**src/rtl/align_pkg.sv**
```systemverilog
// -----------------------------------------------------------------------------
// align_pkg
// Shared definitions for align_sequencer: the sequencer state encoding, the
// number of byte groups handled by data_align, the "all groups disabled"
// mask that is refused as a configuration, and the popcount helper that turns
// a disabled-group mask into the compacted sample width.
// -----------------------------------------------------------------------------
package align_pkg;

    localparam int GROUPS = 4;

    // Disabling every group would leave a zero-byte sample, so it is refused.
    localparam logic [GROUPS-1:0] CFG_ALL_DISABLED = 4'hF;

    typedef enum logic [2:0] {
        ST_IDLE   = 3'd0,
        ST_DRAIN  = 3'd1,
        ST_LOAD   = 3'd2,
        ST_SETTLE = 3'd3,
        ST_RUN    = 3'd4
    } state_t;

    // Number of set bits in a 4-bit mask (0..4).
    function automatic logic [2:0] popcount4(input logic [GROUPS-1:0] v);
        logic [2:0] sum;
        sum = 3'd0;
        for (int i = 0; i < GROUPS; i++) begin
            sum = sum + {2'b00, v[i]};
        end
        return sum;
    endfunction

endpackage

```
**src/rtl/align_sequencer.sv**
```systemverilog
// -----------------------------------------------------------------------------
// align_sequencer
// Control block in front of data_align. Owns the disabledGroups mask that
// drives data_align's mux selects and only changes it at a safe point: the
// sample gate is closed, the data_align pipeline is allowed to drain, the new
// mask is applied, and the gate stays closed until the select registers have
// settled. Also reports the compacted sample width and counts accepted
// samples since the last configuration was applied.
//
// Ports:
//   clk              system clock
//   rst              asynchronous, active-high reset
//   run_en           level, 1 = capture enabled
//   cfg_wr           one-cycle strobe, load cfg_groups
//   cfg_groups       requested disabled-group mask
//   cfg_busy         1 while draining / loading / settling
//   cfg_err          one-cycle pulse, configuration rejected
//   disabledGroups   applied mask, registered, to data_align
//   bytes_per_sample 4 - popcount(disabledGroups), 1..4
//   up_tvalid        upstream sample valid
//   up_tready        upstream ready (dn_tready gated)
//   dn_tvalid        valid towards data_align (up_tvalid gated)
//   dn_tready        ready from data_align side
//   sample_count     transfers since the last configuration apply (saturating)
// -----------------------------------------------------------------------------
module align_sequencer
    import align_pkg::*;
#(
    parameter int DRAIN_CYCLES  = 2,
    parameter int SETTLE_CYCLES = 1,
    parameter int CW            = 32
) (
    input  logic              clk,
    input  logic              rst,
    input  logic              run_en,
    input  logic              cfg_wr,
    input  logic [GROUPS-1:0] cfg_groups,
    output logic              cfg_busy,
    output logic              cfg_err,
    output logic [GROUPS-1:0] disabledGroups,
    output logic [2:0]        bytes_per_sample,
    input  logic              up_tvalid,
    output logic              up_tready,
    output logic              dn_tvalid,
    input  logic              dn_tready,
    output logic [CW-1:0]     sample_count
);

    // The wait counter is loaded with N-1 on entry and the state is left when
    // it reads zero, giving exactly N cycles in DRAIN / SETTLE. A zero
    // parameter still costs one cycle since the state has to be visited.
    localparam int DRAIN_LOAD  = (DRAIN_CYCLES  > 0) ? DRAIN_CYCLES  - 1 : 0;
    localparam int SETTLE_LOAD = (SETTLE_CYCLES > 0) ? SETTLE_CYCLES - 1 : 0;
    localparam int WAIT_MAX    = (DRAIN_LOAD > SETTLE_LOAD) ? DRAIN_LOAD : SETTLE_LOAD;
    localparam int WAIT_W      = (WAIT_MAX > 1) ? $clog2(WAIT_MAX + 1) : 1;

    localparam logic [WAIT_W-1:0] DRAIN_INIT  = WAIT_W'(DRAIN_LOAD);
    localparam logic [WAIT_W-1:0] SETTLE_INIT = WAIT_W'(SETTLE_LOAD);
    localparam logic [CW-1:0]     COUNT_MAX   = {CW{1'b1}};

    state_t              state_q, state_d;
    logic [WAIT_W-1:0]   wait_q, wait_d;
    logic [GROUPS-1:0]   pending_q, pending_d;
    logic [GROUPS-1:0]   groups_q, groups_d;
    logic [2:0]          bps_q, bps_d;
    logic                gate_q, gate_d;
    logic                err_q, err_d;
    logic [CW-1:0]       count_q, count_d;

    logic                cfg_accept;
    logic                cfg_reject;
    logic                xfer;
    logic                enter_load;

    assign cfg_accept = cfg_wr && (cfg_groups != CFG_ALL_DISABLED);
    assign cfg_reject = cfg_wr && (cfg_groups == CFG_ALL_DISABLED);
    assign xfer       = up_tvalid && up_tready;

    // -------------------------------------------------------------------------
    // State and datapath registers
    // -------------------------------------------------------------------------
    always_ff @(posedge clk or posedge rst) begin
        if (rst) begin
            state_q   <= ST_IDLE;
            wait_q    <= '0;
            pending_q <= '0;
            groups_q  <= '0;
            bps_q     <= 3'd4;
            gate_q    <= 1'b0;
            err_q     <= 1'b0;
            count_q   <= '0;
        end else begin
            state_q   <= state_d;
            wait_q    <= wait_d;
            pending_q <= pending_d;
            groups_q  <= groups_d;
            bps_q     <= bps_d;
            gate_q    <= gate_d;
            err_q     <= err_d;
            count_q   <= count_d;
        end
    end

    // -------------------------------------------------------------------------
    // Next-state logic
    // -------------------------------------------------------------------------
    always_comb begin
        state_d = state_q;
        wait_d  = wait_q;

        case (state_q)
            ST_IDLE: begin
                if (cfg_accept)  state_d = ST_DRAIN;
                else if (run_en) state_d = ST_RUN;
            end
            ST_RUN: begin
                if (cfg_accept)   state_d = ST_DRAIN;
                else if (!run_en) state_d = ST_IDLE;
            end
            ST_DRAIN: begin
                // A new accepted write keeps us here with a fresh count.
                if (!cfg_accept) begin
                    if (wait_q == '0) state_d = ST_LOAD;
                    else              wait_d  = wait_q - WAIT_W'(1);
                end
            end
            ST_LOAD: begin
                if (cfg_accept) state_d = ST_DRAIN;
                else            state_d = ST_SETTLE;
            end
            ST_SETTLE: begin
                if (cfg_accept) begin
                    state_d = ST_DRAIN;
                end else if (wait_q == '0) begin
                    state_d = run_en ? ST_RUN : ST_IDLE;
                end else begin
                    wait_d = wait_q - WAIT_W'(1);
                end
            end
            default: state_d = ST_IDLE;
        endcase

        // Counter (re)loads on entry to DRAIN and SETTLE.
        if (cfg_accept)                wait_d = DRAIN_INIT;
        else if (state_q == ST_LOAD)   wait_d = SETTLE_INIT;
    end

    // -------------------------------------------------------------------------
    // Datapath next values
    // -------------------------------------------------------------------------
    // The mask is applied on the edge that enters LOAD so it is already
    // visible to data_align during the LOAD cycle; its select registers then
    // follow one cycle later, which SETTLE covers.
    assign enter_load = (state_d == ST_LOAD);

    always_comb begin
        pending_d = cfg_accept ? cfg_groups : pending_q;
        groups_d  = groups_q;
        bps_d     = bps_q;
        count_d   = count_q;
        err_d     = cfg_reject;
        gate_d    = (state_d == ST_RUN);

        if (enter_load) begin
            groups_d = pending_q;
            bps_d    = 3'd4 - popcount4(pending_q);
            count_d  = '0;
        end else if (xfer && (count_q != COUNT_MAX)) begin
            count_d  = count_q + CW'(1);
        end
    end

    // -------------------------------------------------------------------------
    // Outputs
    // -------------------------------------------------------------------------
    always_comb begin
        cfg_busy         = (state_q == ST_DRAIN) || (state_q == ST_LOAD) ||
                           (state_q == ST_SETTLE);
        cfg_err          = err_q;
        disabledGroups   = groups_q;
        bytes_per_sample = bps_q;
        sample_count     = count_q;
        dn_tvalid        = up_tvalid && gate_q;
        up_tready        = dn_tready && gate_q;
    end

endmodule

```
**config.mk**
```make
export PLATFORM = sky130hd
export DESIGN_NAME = align_sequencer
export DESIGN_NICKNAME = d
export VERILOG_FILES = /design/src/rtl/align_pkg.sv /design/src/rtl/align_sequencer.sv
export SDC_FILE = /design/constraint.sdc
export NUM_CORES = 1
export LEC_CHECK = 0
export CAP_MARGIN = 20
export CORE_AREA = 10 10 104 106
export DETAILED_ROUTE_END_ITERATION = 6
export DIE_AREA = 0 0 114 116
export DONT_BUFFER_PORTS = 1
export PLACE_DENSITY = 0.44
export SLEW_MARGIN = 20
export SYNTH_ARGS = -nofsm -noshare
export SYNTH_HDL_FRONTEND = slang
export SYNTH_SLANG_ARGS = --single-unit
```
**constraint.sdc**
```tcl
create_clock -name clk -period 2 [get_ports clk]
set_clock_uncertainty 0.1 [all_clocks]
set_input_delay 0.2 -clock clk [delete_from_list [all_inputs] [get_ports clk]]
set_output_delay 0.2 -clock clk [all_outputs]
set_load 0.02 [all_outputs]
```
==> results.sh <==
export IMPL_fill_cells=916
export IMPL_synthCells=282
export IMPL_netlist_top_cell_by_area="dfrtp_1"
export IMPL_num_vias=2327
export IMPL_drt_total_wl_um=7490
export IMPL_cpLargestDelayFamily="simple AND/OR/NAND/NOR gates"
export IMPL_p_leak_nw=1.54
export IMPL_fp_dieH_um=116
export IMPL_path_max_fanout=5
export IMPL_core_mm2=0.00868
export IMPL_syn_area_mm2=0.00259
export IMPL_r2r_cells=5
export IMPL_critPathMostFrequentCell="or4_1"
export IMPL_cts_made_buffers=5
export IMPL_whs_ns=0.0186
export IMPL_max_stage_delay_ns=0.49
export IMPL_synth_most_common_cell="dfrtp_1"
export IMPL_num_antenna_cells=0
export IMPL_r2r_start="sample_count[2]"
export IMPL_initial_utilization_pct=29.9
export IMPL_multiInputGateArea_mm2=0.00137
export IMPL_ir_drop_uv=422
export IMPL_gp_congestion=0.783
export IMPL_synth_edff_count=0
export IMPL_worst_pin_slew_ns=0.644
export IMPL_first_global_vias=2387
export IMPL_routedWlPerCell_um=16.4
export IMPL_fin_nets=361
export IMPL_clockBufferDepth=2
export IMPL_fin_cells=456
export IMPL_hold_viol=0
export IMPL_hold_end="cfg_err"
export IMPL_die_area_mm2=0.0132
export IMPL_cts_sinks=49
export IMPL_finalWorstSetupSlack_ns=0.0943
export IMPL_ys_types=49
export IMPL_dr_pass1_iters=6
export IMPL_netlist_area_leader_share_pct=46.3
export IMPL_antenna_left=0
export IMPL_worstSetupEndpointType="flip-flop"
export IMPL_drc=0
export IMPL_clock_latency_ns=0.31
export IMPL_power_mw=2.51
export IMPL_grt_usage_pct=11.6
export IMPL_synth_avg_cell_area_um2=9.19
export IMPL_cp_start_kind="flip-flop"
export IMPL_cts_root_buf="clkbuf_8"
export IMPL_row_count=34
export IMPL_dp_slack_ns=-0.0188
export IMPL_rrSetupSlack_ns=0.09
export IMPL_synth_common_cells="dfrtp_1, nand2_1, a21oi_1, nor2_1, o21ai_0"
export IMPL_powerDensity_mw_per_mm2=731
export IMPL_hold_path_class="in2reg"
export IMPL_antenna_found_initial=0
export IMPL_synth_flop_cell="dfrtp_1"
export IMPL_grt_start_max_net_pins=50
export IMPL_holdCritStartpoint="cfg_groups[3]"
export IMPL_status="finished clean"
export IMPL_finalSetupViolations=0
export IMPL_drv_slew=0
export IMPL_slew_headroom_pct=57.1
export IMPL_required_ns=2.15
export IMPL_cp_cell_sequence="and4_4, nand4_4, or4_1, or4_1, nand2_1"
export IMPL_async_flop_share_pct=100
export IMPL_syn_nets=296
export IMPL_yosysWarningCount=0
export IMPL_drive_gt1_share_pct=29.0
export IMPL_min_period_ns=1.91
export IMPL_rsz0062_at_grt="true"
export IMPL_maxCapViolations=0
export IMPL_clk_pin_slew_worst_paths_ns=0.10
export IMPL_dp_cells=437
export IMPL_fin_crit_sh_pct=95.3
export IMPL_ios=53
export IMPL_routed_via_density=5.10
export IMPL_htree_levels=2
export IMPL_die_w_um=114
export IMPL_holdPathStages=2
export IMPL_io_buffers=0
export IMPL_dp_hpwl_um=5730
export IMPL_crit_type="reg2reg"
export IMPL_ys_seq_area_share_pct=47.3
export IMPL_fmax_ghz=0.525
export IMPL_drt_iter0_markers=80
export IMPL_synthTopCellsByArea="dfrtp_1, nand2_1, a21oi_1"
export IMPL_r2r_end="sample_count[19]"
export IMPL_arrival_ns=2.05
export IMPL_worst_path_buf_inv=0
export IMPL_synth_seq_cells=49
export IMPL_crit_slowest_cell="or4_1"
export IMPL_ff_latch_area_mm2=0.00124
export IMPL_gr_total_overflow=0
export IMPL_grt_pass1_wl_um=12500
export IMPL_final_core_util_pct=39.5
export IMPL_cts_tree="done"
export IMPL_areaGrowthSynthToFinish_pct=32.3
==> layout make-up <==
| cell class | count | area share (%) |
|---|---|---|
| Clock buffer | 5 | 2.01 |
| Clock inverter | 3 | 1.35 |
| Inverter | 9 | 0.985 |
| Multi-Input combinational cell | 215 | 40.0 |
| Sequential cell | 49 | 36.0 |
| Tap cell | 108 | 3.94 |
| Timing Repair Buffer | 67 | 15.7 |
==> cells by family (layout without fill, tap and decap cells) <==
logic type      Yosys count  in the layout  synth area share, %
buf+inv                  18             84                 3.14
fa+ha+maj                 4              4                 2.22
simple gates            143            143                 30.5
xor+xnor                  6              6                 2.03
mux                       3              3                 1.25
compound gates           59             59                 13.5
flops                    49             49                 47.3
==> power breakdown <==
group          internal (mW)  switching, mW  leakage, nW
clock                  0.375          0.360       0.0543
sequential              1.11          0.186        0.642
combinational          0.175          0.298        0.841
total                   1.66          0.844         1.54
==> layer usage <==
layer / vias up / part of all wire (%) / global-route usage (%) / wire [um]
li1: 1161 / - / - / -
met1: 1116 / 45 / 14.5 / 3340
met2: 45 / 47 / 18.8 / 3500
met3: 5 / 7.7 / 4.19 / 580
met4: 0 / 0.87 / 2.51 / 65
met5: - / 0 / 0 / 0
==> state kept, by name, indices dropped and copies added (netlist names) <==
name,cells
state_q,3
wait_q,1
disabledGroups,4
cfg_err,1
gate_q,1
sample_count,32
pending_q,4
bytes_per_sample,3
==> worst register-to-register path, stage by stage (launching register included) <==
cell,delay (ns)
dfrtp_2,0.40
and4_4,0.28
nand4_4,0.10
or4_1,0.49
or4_1,0.41
nand2_1,0.08
==> placed cells by master (no fill, tap or decap), types with 3 or more instances in the layout <==
cell type,netlist,routed
dlygate4sd3_1,0,8
and2_1,6,5
buf_4,1,55
nor2_1,22,21
or4_1,10,10
clkbuf_8,0,5
inv_1,9,8
and4_4,0,4
nor3_1,5,4
xor2_1,3,3
a21oi_1,22,21
xnor2_1,3,3
nand3_1,10,8
o31ai_1,5,5
or3_1,15,15
and3_1,4,3
nand4_1,11,11
o21ai_0,19,19
dfrtp_2,0,7
nand2_1,45,44
dfrtp_1,48,41
buf_6,1,4
==> repair_timing <==
action,4_1_cts,5_1_grt
pin swaps,1,7
setup endpoints to repair,5,18
hold buffers,8,0
buffers inserted,1,2
cloned,0,0
gates resized for setup,9,15
endpoints found under the hold margin,55,0
==> worst max-delay path by stage <==
stage	start	to	slack [ns]	cells after the start
CTS	sample_count[3]	sample_count[16]	0.002	6
global route	sample_count[7]	sample_count[16]	-0.02	7
global placement	sample_count[2]	sample_count[20]	0.02	5
floorplan	sample_count[14]	sample_count[19]	0.0004	5
finish	sample_count[2]	sample_count[19]	0.09	5
detailed placement	sample_count[2]	sample_count[16]	-0.02	5
==> metrics by stage <==
step                      TNS, ns  area (um^2)
after CTS                       0         3350
final                           0         3430
after global routing      -0.0370         3430
after detailed placement  -0.0444         3130
after floorplan                 0         2620
after global placement          0         3130
No activity file was read; power rests on OpenSTA's default activity.
==> variant 1, RTL diff (config.mk and constraints unchanged) <==
Register the output `disabledGroups`, with the module's reset; this adds one clock of latency there. The other outputs are not delayed to match. Comments in the files are not updated.
--- a/src/rtl/align_sequencer.sv
+++ b/src/rtl/align_sequencer.sv
@@ -57,6 +57,8 @@
     localparam logic [WAIT_W-1:0] DRAIN_INIT  = WAIT_W'(DRAIN_LOAD);
     localparam logic [WAIT_W-1:0] SETTLE_INIT = WAIT_W'(SETTLE_LOAD);
     localparam logic [CW-1:0]     COUNT_MAX   = {CW{1'b1}};
+
+    logic [GROUPS-1:0] disabledGroups_d;
 
     state_t              state_q, state_d;
     logic [WAIT_W-1:0]   wait_q, wait_d;
@@ -177,12 +179,20 @@
         cfg_busy         = (state_q == ST_DRAIN) || (state_q == ST_LOAD) ||
                            (state_q == ST_SETTLE);
         cfg_err          = err_q;
-        disabledGroups   = groups_q;
+        disabledGroups_d = groups_q;
         bytes_per_sample = bps_q;
         sample_count     = count_q;
         dn_tvalid        = up_tvalid && gate_q;
         up_tready        = dn_tready && gate_q;
     end
 
+    always_ff @(posedge clk or posedge rst) begin
+        if (rst) begin
+            disabledGroups <= '0;
+        end else begin
+            disabledGroups <= disabledGroups_d;
+        end
+    end
+
 endmodule
 
Function: changed (Yosys sat finds a counterexample within 4 cycles, from zero or initial values and one cycle with rst high).
==> variant 1 against the unedited design <==
  * The flow now finishes with violations (setup timing)
  * Worst setup slack got worse by 0.097 ns
  * Design area rose by 5.2%
  * Non-clock buffer count grew 8
  * Sequential cell count up 4
  * Power increased by 5.4%
  * Clock power down 8.8%
  * Global-route usage increased by 0.16 points
  * Wire length is 4.2% higher
  * First-iteration DRC count up 46%
  * Synthesized area up 5.3%
==> variant 1: results (changes against the unedited design) <==
Placement
  – Half-perimeter wire length of the detailed placement result: 5.73 mm (about the same)
  – Routability Congestion: 0.772 (was 0.783)
  – Cell Count Post-Placement: 433 (was 437)

Finish
  – Multi-input comb cells: 205 (was 215)
  – Bufs w/o clock: 75 (was 67)
  – Share of cells above drive strength 1: 39.0% (was 29.0%)
  – Total of fill cells in the finished design: 880 (was 916)
  – Area taken by flip-flops and latches: 1360 um2 (was 1240 um2)
  – Non-Filler Instances: 457 (was 456)
  – Area occupied by multi-input gates: 1390 um2 (was 1370 um2)
  – Non-CTS inverters: 8 (was 9)
  – Data-path buffer share of cell area in the final layout: 16.6% (was 15.7%)

Synth
  – Synth top area cells: dfrtp_1 (48%), nand2_1 (5.9%), a21oi_1 (3.8%) (was dfrtp_1 (46%), nand2_1 (6.5%), a21oi_1 (4.2%))
  – Cell types with the highest counts after synthesis: dfrtp_1 (52), nand2_1 (43), a21oi_1 (21) (was dfrtp_1 (48), nand2_1 (45), a21oi_1 (22), nor2_1 (22), o21ai_0 (19))
  – Adder and majority gate portion of the synthesized area: 2.11% (was 2.22%)
  – Post-synthesis instance total: 280 (was 282)
  – Synth unique cells: 52 (was 49)
  – Xor/xnor share of the synthesized area: 1.28% (was 2.03%)
  – Post-Synthesis Net Count: 294 (was 296)
  – Post-synthesis sequential area ratio: 48.6% (was 47.3%)
  – Post-synthesis mux area share: 1.47% (was 1.25%)

Clock network
  – # resized after CTS: 1 (was 9)

Pwr
  – Total sequential power: 1.45 mW (was 1.30 mW)
  – Largest voltage drop on the vdd net: 0.534 mV (was 0.422 mV)
  – Power consumed by combinational cells: 0.526 mW (was 0.474 mW)
  – Power, Total: 2.64 mW (was 2.51 mW)
  – Switching pwr: 0.930 mW (was 0.844 mW)

Timing
  – Count of final setup violators: 1 (was 0)
  – Worst slew pin tran: 0.399 ns (was 0.644 ns)
  – Final setup slack of the worst path: -0.00259 ns (was 0.0943 ns)

Worst hold path
  – Hold Path Origin: cfg_wr (was cfg_groups[3])
  – Sink of the worst hold path: pending_q[0] (was cfg_err)

Outcome
  – Run status: finished with violations (was finished, final reports clean)
  – Violations in the final reports: setup timing

Route
  – Total Wirelength: 7.80 mm (was 7.49 mm)
  – DRT Pass-1 Iters: 4 (was 6)

Setup path
  – Critical path arrival: 2.16 ns (was 2.05 ns)

Global route
  – Global-route wire length before repair: 12.6 mm (was 12.5 mm)
  – Largest net degree at the start of global routing: 30 (was 50)
variant 1: changes by cell type after synthesis, sizes merged, moves of 3 or more:
cell / delta
nand4: -6
nand3: +4
or2: +4
nand2: -3
dfrtp: +4
clkbuf: +5
nor2: -11
mux2i: +3
o22a: +3
and3: +5
nor3: -3
variant 1: per-stage QoR:
stage                     hold WS, ns  util (%)  instance area (um2)  setup TNS [ns]
after floorplan                 0.238         -                 2800          -0.408
after global placement        -0.0915      38.1                 3310         -0.0491
after detailed placement      -0.0987      38.1                 3310         -0.0389
after CTS                      0.0590      40.5                 3510         -0.0649
after global routing           0.0738      41.6                 3610           -1.09
final                          0.0739      41.6                 3610        -0.00259
variant 1: critical path: stages, from the launching register on:
cell and delay, ns:
dfrtp_2 0.37, and4_4 0.24, nand4_4 0.13, buf_4 0.16, or3_2 0.47, or4_1 0.40, nand2_1 0.08
variant 1: routing by layer:
layer / share of wire (%) / vias up
li1: - / 1163
met1: 44 / 1146
met2: 49 / 58
met3: 6.9 / 6
met4: 0.76 / 0
met5: 0 / -
==> variant 2, RTL diff (config.mk and constraints unchanged) <==
Without the edit above. `CW`: 32 -> 16.
--- a/src/rtl/align_sequencer.sv
+++ b/src/rtl/align_sequencer.sv
@@ -28,7 +28,7 @@
 #(
     parameter int DRAIN_CYCLES  = 2,
     parameter int SETTLE_CYCLES = 1,
-    parameter int CW            = 32
+    parameter int CW            = 16
 ) (
     input  logic              clk,
     input  logic              rst,
Interface: changed (resized sample_count); port bits go from 53 to 37. The function was not compared with the original's and may differ.
==> variant 2 against the unedited design <==
  * Power down 19%
  * Cell count shrank 30%
  * Design area is 36% lower
  * Hold slack improved by 0.041 ns
  * Sequential cell count shrank 16
  * Worst setup slack improved by 0.030 ns
  * Synthesized area shrank 35%
  * Clock power decreased by 23%
  * Wire length decreased by 36%
  * Largest power group unchanged
==> variant 2: results (changes against the unedited design) <==
Route
  – Via density: 4.42 (was 5.10)
  – Post-detailed-route wirelength per cell: 14.9 um (was 16.4 um)
  – DRT Pass-1 Iters: 4 (was 6)
  – Detailed router's first-iteration violation count: 58 (was 80)

Clock network
  – Clock transition at the register clock pins on the worst setup and hold paths after CTS: 0.07 ns (was 0.10 ns)
  – Inserted Clock Buffers: 5 (unchanged)
  – Post-CTS repair timing setup buffer count: 0 (was 1)
  – Clk buf depth: 2 (unchanged)
  – Clock root buffer: clkbuf_8 (unchanged)
  – Clock latency on the worst-skew pair: 0.28 ns (was 0.31 ns)
  – H-tree level count: 2 (unchanged)

Finish
  – Flip-flop count of the largest register, all copies and words added: 16 (was 32)
  – Number of diodes added for antenna fixing: 0 (unchanged)
  – Share of cells above drive strength 1: 22.5% (was 29.0%)
  – Total of fill cells in the finished design: 975 (was 916)
  – Number of nets in the finished design: 226 (was 361)

Synth
  – Synth unique cells: 42 (was 49)
  – Fraction of registers with async set/reset: 100% (unchanged)
  – Xor/xnor share of the synthesized area: 0.517% (was 2.03%)
  – Number of warnings printed during yosys synthesis: 0 (unchanged)
  – Flip-flop cell with the highest count after synthesis: dfrtp_1 (unchanged)
  – Cell types with the highest counts after synthesis: nand2_1 (39), dfrtp_1 (32), a21oi_1 (8) (was dfrtp_1 (48), nand2_1 (45), a21oi_1 (22), nor2_1 (22), o21ai_0 (19))
  – Post-Synthesis Net Count: 192 (was 296)
  – Post-synthesis sequential area ratio: 48.9% (was 47.3%)
  – Synth top area cells: dfrtp_1 (47%), nand2_1 (8.6%), mux2i_1 (3.5%) (was dfrtp_1 (46%), nand2_1 (6.5%), a21oi_1 (4.2%))
  – Adder and majority gate portion of the synthesized area: 3.40% (was 2.22%)
  – Post-synthesis mux area share: 3.55% (was 1.25%)
  – Compound-gate portion of the synthesized area: 15.6% (was 13.5%)

Global route
  – Largest net degree at the start of global routing: 34 (was 50)
  – Initial antenna violation count: 0 (unchanged)
  – Number of global-route vias before repair: 1482 (was 2387)
  – Met1 track demand over resource: 9.34% (was 14.5%)
  – Global-route wire length before repair: 8.04 mm (was 12.5 mm)
  – Met2 Use GR: 12.4% (was 18.8%)
  – Met3 track demand over resource in global routing: 3.46% (was 4.19%)
  – Global-route usage over all layers: 7.77% (was 11.6%)

Timing
  – Worst slew pin tran: 0.477 ns (was 0.644 ns)

Pwr
  – Largest voltage drop on the vdd net: 0.321 mV (was 0.422 mV)
  – Leak Pwr: 0.957 nW (was 1.54 nW)

Outcome
  – Run status: finished, final reports clean (unchanged)

Setup path
  – Top fanout value on the critical path: 7 (was 5)
  – Critical path arrival: 1.99 ns (was 2.05 ns)

Placement
  – Half-perimeter wire length of the detailed placement result: 3.63 mm (was 5.73 mm)
  – Number of buffer cells added on primary ports: 0 (unchanged)
  – Routability Congestion: 0.741 (was 0.783)

Worst hold path
  – Kind of path behind the tightest hold check: input pin to flip-flop (unchanged)
## variant 2: cell types whose count changed in the layout (fill, tap and decap cells not counted), moves of 7 or more
cell and change:
a21oi_1 -13, or4_1 -8, o21ai_0 -13, nand4_1 -7, dfrtp_1 -11, nor2_1 -15
buf_4 -28, or3_1 -14
## variant 2: worst paths after layout
check / startpoint / to / slack, ns / cells past startpoint
min reg2reg: bytes_per_sample[2] / bytes_per_sample[2] / 0.42 / 2
max in group asynchronous: rst / sample_count[0] / 1.09 / 3
min: cfg_wr / pending_q[0] / 0.06 / 2
max: sample_count[0] / sample_count[10] / 0.12 / 5
max reg2reg: sample_count[0] / sample_count[10] / 0.12 / 5
min in group asynchronous: rst / disabledGroups[0] / 0.38 / 3
## variant 2: what timing repair did
action,CTS,global route
hold buffers,7,0
setup endpoints to repair,0,6
hold endpoints to repair,39,0
gates resized for setup,0,4
## variant 2: cell families (layout without fill, tap and decap cells)
| kind of cell | count (synthesis) | in the layout |
|---|---|---|
| AOI/OAI and AO/OA | 37 | 37 |
| xor gates and xnor gates | 1 | 1 |
| adders and majority gates | 4 | 4 |
| buffers and inverters | 12 | 47 |
| DFF | 33 | 33 |
| muxes | 6 | 6 |
| and+or+nand+nor | 85 | 85 |
## variant 2: layer usage
metal | vias to the layer above | part of all wire, % | wire length [um]
li1 | 711 | - | -
met2 | 28 | 48 | 2310
met5 | - | 0 | 0
met1 | 678 | 45 | 2180
met4 | 0 | 0.61 | 29
met3 | 2 | 5.7 | 271
## variant 2: power by group
group          switching (mW)  total, mW  internal, mW
combinational           0.296      0.484         0.188
clock                   0.253      0.565         0.311
sequential              0.189      0.987         0.798
total                   0.738       2.04          1.30
## variant 2: layout make-up
class	count	area, um2	share of cell area (%)
sequential	33	830	38.0
multi-input combinational	133	825	37.8
timing repair buffer	34	273	12.5
inverter	5	18.8	0.860
clock inverter	1	5.00	0.229
tap	108	135	6.19
clock buffer	7	96.3	4.42
## variant 2: per-stage QoR
| stage | total power, mW | cells | worst slack [ns] | util, % | area [um2] |
|---|---|---|---|---|---|
| floorplan | 1.31 | 178 | 0.00557 | - | 1700 |
| global placement | 1.49 | 306 | 0.0958 | 23.1 | 2000 |
| detailed placement | 1.49 | 306 | 0.0556 | 23.1 | 2000 |
| CTS | 2.08 | 321 | 0.0455 | 25.0 | 2170 |
| global route | 2.20 | 321 | 0.00491 | 25.1 | 2180 |
| finish | 2.04 | 321 | 0.124 | 25.1 | 2180 |
## variant 2: worst max-delay path, cell delays in order, from the launching register on
cell and delay [ns]:
dfrtp_2 0.36, ha_1 0.19, nand3_2 0.11, or3_4 0.42, or4_4 0.49, a21oi_2 0.14
